**src/rtl/dequantize_pkg.sv**
```systemverilog
// -----------------------------------------------------------------------------
// dequantize_pkg
//   Definitions shared by the requantize/dequantize pair.
//   - DW      : sample width (18)
//   - NQW     : width of the Nquant field (5)
//   - NQ_MAX  : largest meaningful Nquant; larger values clamp to it
//   - dq_state_t : 2-bit FSM state encoding
//   - nq_of / sh_of : Nquant clamp and left-shift amount
// -----------------------------------------------------------------------------
package dequantize_pkg;

  localparam int DW     = 18;
  localparam int NQW    = 5;
  localparam int NQ_MAX = 18;

  typedef enum logic [1:0] {
    ST_IDLE  = 2'd0,
    ST_SHIFT = 2'd1,
    ST_ROUND = 2'd2,
    ST_OUT   = 2'd3
  } dq_state_t;

  // Effective number of code bits: anything above NQ_MAX is treated as NQ_MAX.
  function automatic logic [NQW-1:0] nq_of(input logic [NQW-1:0] nquant);
    if (nquant > NQW'(NQ_MAX)) return NQW'(NQ_MAX);
    else                       return nquant;
  endfunction

  // Left-shift distance that moves a right-aligned code to the MSB end.
  function automatic logic [NQW-1:0] sh_of(input logic [NQW-1:0] nquant);
    return NQW'(NQ_MAX) - nq_of(nquant);
  endfunction

endpackage

```
**src/rtl/dequantize_if.sv**
```systemverilog
// -----------------------------------------------------------------------------
// dequantize_if
//   Code-in / sample-out bus of the dequantizer.
//   master : the producer of codes (drives Nquant, datain, endatain)
//   slave  : the dequantizer (drives dataout, endataout, busy)
//   Nquant    - number of valid code bits
//   datain    - right-aligned quantized code
//   endatain  - request to start a conversion
//   dataout   - reconstructed sample, held until the next result
//   endataout - one-cycle strobe marking a new dataout
//   busy      - conversion in progress
// -----------------------------------------------------------------------------
interface dequantize_if;
  import dequantize_pkg::*;

  logic [NQW-1:0] Nquant;
  logic [DW-1:0]  datain;
  logic           endatain;
  logic [DW-1:0]  dataout;
  logic           endataout;
  logic           busy;

  modport master (
    output Nquant, datain, endatain,
    input  dataout, endataout, busy
  );

  modport slave (
    input  Nquant, datain, endatain,
    output dataout, endataout, busy
  );

endinterface

```
**src/rtl/dequantize.sv**
```systemverilog
// -----------------------------------------------------------------------------
// dequantize
//   Rebuilds an 18-bit sample from an Nquant-bit right-aligned code by shifting
//   it left one bit per cycle, then optionally adding a half-LSB mid-point
//   offset so the reconstruction lands in the centre of the quantization bin.
//
//   Ports
//     clock - rising-edge clock
//     reset - synchronous, active-low; aborts any conversion in progress
//     bus   - dequantize_if.slave (Nquant/datain/endatain in,
//             dataout/endataout/busy out)
//
//   Parameter
//     MIDPOINT - 1: add 2^(sh-1) after shifting; 0: plain left shift
//
//   Timing: a request accepted at edge k yields endataout after edge k+sh+2,
//   with sh = 18 - min(Nquant,18). A new request may be accepted in the same
//   cycle that endataout is high.
// -----------------------------------------------------------------------------
module dequantize
  import dequantize_pkg::*;
#(
  parameter bit MIDPOINT = 1'b1
) (
  input  logic         clock,
  input  logic         reset,
  dequantize_if.slave  bus
);

  dq_state_t      r_state;
  logic [DW-1:0]  r_sr;
  logic [NQW-1:0] r_sh;
  logic [NQW-1:0] r_cnt;
  logic [DW-1:0]  r_dataout;
  logic           r_endataout;
  logic           r_busy;

  logic [NQW-1:0] w_nq;
  logic [NQW-1:0] w_sh;
  logic [DW-1:0]  w_code;
  logic [NQW-1:0] w_cnt_nxt;

  // Keep only the low nq bits of the code; nq is already clamped to DW.
  function automatic logic [DW-1:0] code_mask(input logic [NQW-1:0] nq);
    logic [DW-1:0] m;
    m = '0;
    for (int i = 0; i < DW; i++) begin
      m[i] = (NQW'(i) < nq);
    end
    return m;
  endfunction

  // Half of one output LSB step for a given shift; zero when nothing was
  // shifted out (full-width code) or when mid-point reconstruction is off.
  function automatic logic [DW-1:0] round_offset(input logic [NQW-1:0] sh);
    logic [DW-1:0] one;
    one = DW'(1);
    if (MIDPOINT && (sh != '0)) return one << (sh - NQW'(1));
    else                        return '0;
  endfunction

  assign w_nq      = nq_of(bus.Nquant);
  assign w_sh      = sh_of(bus.Nquant);
  assign w_code    = bus.datain & code_mask(w_nq);
  assign w_cnt_nxt = r_cnt + NQW'(1);

  always_ff @(posedge clock) begin
    if (!reset) begin
      r_state     <= ST_IDLE;
      r_sr        <= '0;
      r_sh        <= '0;
      r_cnt       <= '0;
      r_dataout   <= '0;
      r_endataout <= 1'b0;
      r_busy      <= 1'b0;
    end else begin
      r_endataout <= 1'b0;
      case (r_state)
        // Accept: capture masked code and shift distance; the inputs are not
        // looked at again until the next return to IDLE.
        ST_IDLE: begin
          if (bus.endatain) begin
            r_sr    <= w_code;
            r_sh    <= w_sh;
            r_cnt   <= '0;
            r_busy  <= 1'b1;
            r_state <= (w_sh != '0) ? ST_SHIFT : ST_ROUND;
          end
        end

        // One bit per cycle, zero fill from the LSB end.
        ST_SHIFT: begin
          r_sr  <= {r_sr[DW-2:0], 1'b0};
          r_cnt <= w_cnt_nxt;
          if (w_cnt_nxt == r_sh) r_state <= ST_ROUND;
        end

        // The shifted-out positions are all zero, so adding 2^(sh-1) cannot
        // carry past bit DW-1.
        ST_ROUND: begin
          r_sr    <= r_sr + round_offset(r_sh);
          r_state <= ST_OUT;
        end

        ST_OUT: begin
          r_dataout   <= r_sr;
          r_endataout <= 1'b1;
          r_busy      <= 1'b0;
          r_state     <= ST_IDLE;
        end

        default: r_state <= ST_IDLE;
      endcase
    end
  end

  assign bus.dataout   = r_dataout;
  assign bus.endataout = r_endataout;
  assign bus.busy      = r_busy;

endmodule

```
**src/flat_wrapper.sv**
```systemverilog
// flat-port wrapper written by rule: the top's interface ports become plain ports
module dequantize_flat import dequantize_pkg::*;
#(
  parameter bit MIDPOINT = 1'b1
)
  (clock, reset, bus_Nquant, bus_datain, bus_endatain, bus_dataout, bus_endataout, bus_busy);
  dequantize_if bus_i ();
  input  logic clock;
  input  logic reset;
  input wire logic [$bits(bus_i.Nquant)-1:0] bus_Nquant;
  input wire logic [$bits(bus_i.datain)-1:0] bus_datain;
  input wire logic [$bits(bus_i.endatain)-1:0] bus_endatain;
  output wire logic [$bits(bus_i.dataout)-1:0] bus_dataout;
  output wire logic [$bits(bus_i.endataout)-1:0] bus_endataout;
  output wire logic [$bits(bus_i.busy)-1:0] bus_busy;
  assign bus_i.Nquant = bus_Nquant;
  assign bus_i.datain = bus_datain;
  assign bus_i.endatain = bus_endatain;
  assign bus_dataout = bus_i.dataout;
  assign bus_endataout = bus_i.endataout;
  assign bus_busy = bus_i.busy;
  dequantize #(.MIDPOINT(MIDPOINT)) u_core (.clock(clock), .reset(reset), .bus(bus_i));
endmodule
```
**config.mk**
```make
export PLATFORM = sky130hd
export DESIGN_NAME = dequantize_flat
export DESIGN_NICKNAME = d
export VERILOG_FILES = /design/src/rtl/dequantize_pkg.sv /design/src/rtl/dequantize_if.sv /design/src/rtl/dequantize.sv /design/src/flat_wrapper.sv
export SDC_FILE = /design/constraint.sdc
export NUM_CORES = 1
export LEC_CHECK = 0
export BUFFER_PORTS_ARGS = -buffer_cell sky130_fd_sc_hd__buf_2
export CORE_MARGIN = 3
export CORE_UTILIZATION = 25
export CTS_CLUSTER_DIAMETER = 50
export DETAILED_ROUTE_END_ITERATION = 6
export GPL_TIMING_DRIVEN = 0
export PLACE_DENSITY = 0.47
export SYNTH_ARGS = -nofsm -noshare
export SYNTH_HDL_FRONTEND = slang
export SYNTH_SLANG_ARGS = --single-unit
export TNS_END_PERCENT = 1
```
**constraint.sdc**
```tcl
create_clock -name clock -period 3.4 [get_ports clock]
set_input_delay 0.68 -clock clock [delete_from_list [all_inputs] [get_ports clock]]
set_output_delay 0.68 -clock clock [all_outputs]
set_load 0.02 [all_outputs]
```
==> PnR_summary.wiki <==
{| class="wikitable"
! Metric !! Value
|-
| Via count of the first global-routing pass || around 3700
|-
| Hold Path Origin || u_core.bus.dataout[2]$_SDFFE_PN0P_
|-
| Cell class contributing the biggest share of worst-path delay || compound AO/OA/AOI/OAI gates
|-
| Footprint of the multi-input gates || around 2500 µm²
|-
| Maximum net fanout on the critical path || 9
|-
| Worst hold-check path type || reg -> reg
|-
| Synthesized instance count || 458
|-
| Number of enable-type register cells in the synthesized netlist || 0
|-
| Maximum clock frequency || about 0.32 GHz
|-
| Count of buffers inserted at the top-level ports || 44
|-
| Total of endpoints with negative setup slack in the final report || 0
|-
| Series of cell instances along the critical path || nand2b_1, nor2_1, ha_1, fa_1, a211oi_2, nor2_1, o21ai_4, o221ai_2, a221oi_2, mux2i_1, a21o_1
|-
| Worst path slowest cell || dfxtp_2
|-
| Maximum number of pins on one net before global-route repair || 15
|-
| Yosys reg bits || 50
|-
| Final Hold Violating Endpoints || 0
|-
| VDD IR max || approximately 310 µV
|-
| Per-instance average area after synthesis || a little over 8 µm²
|-
| End of the worst register-to-register path || u_core.r_sr[16]$_SDFFE_PN0P_
|-
| Int Pwr || around 1500 µW
|-
| Synthesized cell area || 3690 µm²
|-
| Filler cells || roughly 1600
|-
| TritonCTS sink count || 50
|-
| Vert. Die Dim || between 100 and 150 µm
|-
| Highest cell delay on the worst timing path || between 0.4 and 0.5 ns
|-
| Initial Util || 26.1%
|-
| Power density over the cells || ~610 nW/µm²
|-
| Portion of the post-synthesis area used by sequential elements || a little over a quarter
|-
| Element type at the critical path end || flop
|-
| Worst hold slack || between 0.5 and 0.6 ns
|-
| Net count after synthesis || 509
|-
| Count of vias placed by the detailed router || roughly 3600
|-
| Clock transition at the registers of the reported paths || about 0.070 ns
|-
| Clock buffers created by TritonCTS || 5
|-
| Crit start category || flop
|-
| Least-Margin Pin Slew || around 1 ns
|-
| Number of library cell types mapped by synthesis || 62
|-
| Fraction of registers with async set or reset after synthesis || 0%
|-
| Global-route usage over all layers || around 16%
|-
| Post-synthesis to final-layout area growth || 16.4%
|-
| Layout cells sized above 1 || about 14%
|-
| Number of antenna violations at the first check in global routing || 0
|-
| Count of nets left with antenna violations after detail routing || 0
|-
| Outcome || finished, final reports clean
|-
| Global route overflow || 0
|-
| Leading cell type in the layout, fill and taps excluded || dfxtp_1
|-
| Yosys warnings || 0
|-
| Final Wtd Congestion || 0.863
|-
| Sum of negative setup slack || 0 ns
|-
| Total number of H-tree levels || 2
|-
| Share of the cycle needed by the critical path after routing || between 90% and 100%
|-
| Hold Path Cell Cnt || 2
|-
| Worst r2r path cells || 11
|-
| Net Switching || between 1000 and 1500 µW
|-
| Via density || about 5.3
|-
| Max Root-Sink Buffers || 2
|-
| Share of total power in combinational logic || between 40 and 50%
|-
| Arrival time reported for the critical path endpoint || around 3.4 ns
|-
| Leak || ~0.0018 µW
|-
| DIE WIDTH || 128 µm
|-
| Clock share of power || around 23%
|-
| Crit path buf inv count || 0
|-
| Commonest non-fill, non-tap cells in the layout || dfxtp_1, buf_2, nand2_1
|-
| RSZ-0062 raised after global routing || false
|-
| Number of placed I/O pins || 46
|-
| Final Util || 30.4%
|-
| Number of placement rows || 43
|-
| DRT Pass-1 Iters || 5
|-
| Slew headroom || a little over a third
|-
| Routed wire per std cell || 18.6 µm
|-
| Drt total wl || ~13000 µm
|-
| Origin of the critical flop-to-flop path || u_core.r_sh[1]$_SDFFE_PN0P_
|-
| Switching share of total power || around 44%
|-
| Reported max-cap violation count || 0
|-
| Overall die area || 16300 µm²
|-
| Final Critical Period || between 3 and 4 ns
|-
| CP dominant cell by count || nor2_1
|-
| Number of DRC markers after the initial detailed-route iteration || 244
|-
| Total core area || about 14000 µm²
|-
| Net count reported at finish || between 500 and 600
|-
| Hold Path Sink || u_core.bus.dataout[2]$_SDFFE_PN0P_
|-
| TritonCTS clock tree || built
|-
| Number of design rule violations left after detail routing || 0
|-
| Sequential share of power || between 30% and 40%
|-
| Antenna diodes || 0
|-
| Post-cts hold buffer count || 0
|-
| Clk Tree Root Cell || clkbuf_16
|-
| Type of the worst setup path || reg -> reg
|-
| Critical Path RT || about 3.7 ns
|-
| Total count of max-transition violations in the final report || 0
|-
| Detail Placement HPWL || just under 10000 µm
|-
| Layout Skew || approximately 0.011 ns
|-
| Minimum setup slack among reg-to-reg paths || between 0.2 and 0.3 ns
|-
| Register area || roughly 1000 µm²
|-
| Top FF cell, synth || dfxtp_1
|-
| Clock network latency to the later pin of the worst-skew pair || roughly 0.30 ns
|-
| First-pass GRT wire length || 20500 µm
|}
-- kinds of logic after synthesis --
family / count (synthesis) / share of synthesized area [%]
and+or+nand+nor: 156 / 21.3
AOI/OAI and AO/OA: 145 / 27.6
DFF: 50 / 27.1
buffers and inverters: 39 / 4.37
adders and majority gates: 25 / 8.67
xor gates and xnor gates: 22 / 5.22
muxes: 21 / 5.69
-- stage by stage --
step	total power, µW	cells	worst slack, ns	area, µm²
2_1_floorplan	1640	458	0.681	3690
4_1_cts	2610	689	0.147	4300
6_report	2620	689	0.273	4300
3_3_place_gp	2010	682	0.0491	4140
3_5_place_dp	2010	682	0.0240	4140
5_1_grt	2790	689	0.131	4300
-- repair_timing --
action                     CTS  global route
setup endpoints to repair    1             1
setup buffers                0             0
resized for setup            0             1
-- worst max path at each step --
| stage | startpoint | end | slack (ns) | depth (start not counted) |
|---|---|---|---|---|
| 6_report | u_core.r_sh[1]$_SDFFE_PN0P_ | u_core.r_sr[16]$_SDFFE_PN0P_ | 0.27 | 11 |
| 5_1_grt | u_core.r_sh[1]$_SDFFE_PN0P_ | u_core.r_sr[16]$_SDFFE_PN0P_ | 0.13 | 11 |
| 4_1_cts | u_core.r_sh[1]$_SDFFE_PN0P_ | u_core.r_sr[16]$_SDFFE_PN0P_ | 0.15 | 11 |
| 3_5_place_dp | u_core.r_sh[1]$_SDFFE_PN0P_ | u_core.r_sr[16]$_SDFFE_PN0P_ | 0.02 | 12 |
| 3_3_place_gp | u_core.r_sh[1]$_SDFFE_PN0P_ | u_core.r_sr[16]$_SDFFE_PN0P_ | 0.05 | 12 |
| 2_1_floorplan | u_core.r_sh[1]$_SDFFE_PN0P_ | u_core.r_sr[16]$_SDFFE_PN0P_ | 0.68 | 12 |
-- worst reg2reg max path, delay by kind of cell, from the launching register on --
family,cells,cell delay (ns)
AOI/OAI and AO/OA,5,1.11
adders and majority gates,2,0.69
DFF,1,0.49
and+or+nand+nor,3,0.56
muxes,1,0.24
-- final cells by class --
type | count | area share (%)
multi-input cells | 369 | 58.9
repair buffers | 44 | 5.12
inverters | 9 | 0.786
well taps | 180 | 5.24
plain buffers | 29 | 2.88
clock buffers | 7 | 3.08
clock inverters | 1 | 0.698
flip-flops and latches | 50 | 23.3
-- power groups by stage --
stage,Clock [µW],Combinational [µW],Sequential [µW]
floorplan,0,833,810
global placement,0,1150,859
detailed placement,0,1160,859
CTS,598,1150,853
global route,623,1290,874
finish,588,1170,856
-- Yosys cell counts, types with 3 or more instances --
master / count / area (µm²)
xnor2_1: 14 / 123
a22oi_1: 7 / 52.6
o21ai_1: 8 / 40.0
o22ai_1: 3 / 18.8
a221oi_1: 3 / 26.3
a31oi_1: 10 / 62.6
a21o_1: 7 / 52.6
o21bai_1: 4 / 30.0
nand2_1: 39 / 146
nor3_1: 9 / 45.0
a211o_1: 3 / 26.3
inv_1: 9 / 33.8
xor2_1: 8 / 70.1
dfxtp_1: 50 / 1000
nor2_1: 32 / 120
buf_2: 4 / 20.0
and2_1: 9 / 56.3
a21oi_1: 26 / 130
o21ai_0: 22 / 110
o211ai_1: 11 / 82.6
nor2b_1: 26 / 163
ha_1: 24 / 300
nand3_1: 14 / 70.1
nand2b_1: 7 / 43.8
o211a_1: 9 / 90.1
buf_1: 4 / 15.0
mux2i_1: 21 / 210
a211oi_1: 4 / 30.0
clkbuf_1: 21 / 78.8
or2_2: 4 / 25.0
nor3b_1: 4 / 30.0
-- state kept, by name, summed over array words and instances (netlist names) --
| signal | cells |
|---|---|
| u_core.r_sh | 5 |
| u_core.r_sr | 18 |
| u_core.r_state | 2 |
| u_core.bus.endataout | 1 |
| u_core.bus.busy | 1 |
| u_core.r_cnt | 5 |
| u_core.bus.dataout | 18 |
-- routing by layer --
| layer | up-vias | GRT usage (%) | wire [µm] |
|---|---|---|---|
| met2 | 116 | 25.6 | 5680 |
| li1 | 1771 | - | - |
| met1 | 1730 | 22.6 | 6270 |
| met5 | - | 0 | 0 |
| met4 | 0 | 3.09 | 142 |
| met3 | 16 | 2.72 | 721 |
No activity file was read; power rests on OpenSTA's default activity.
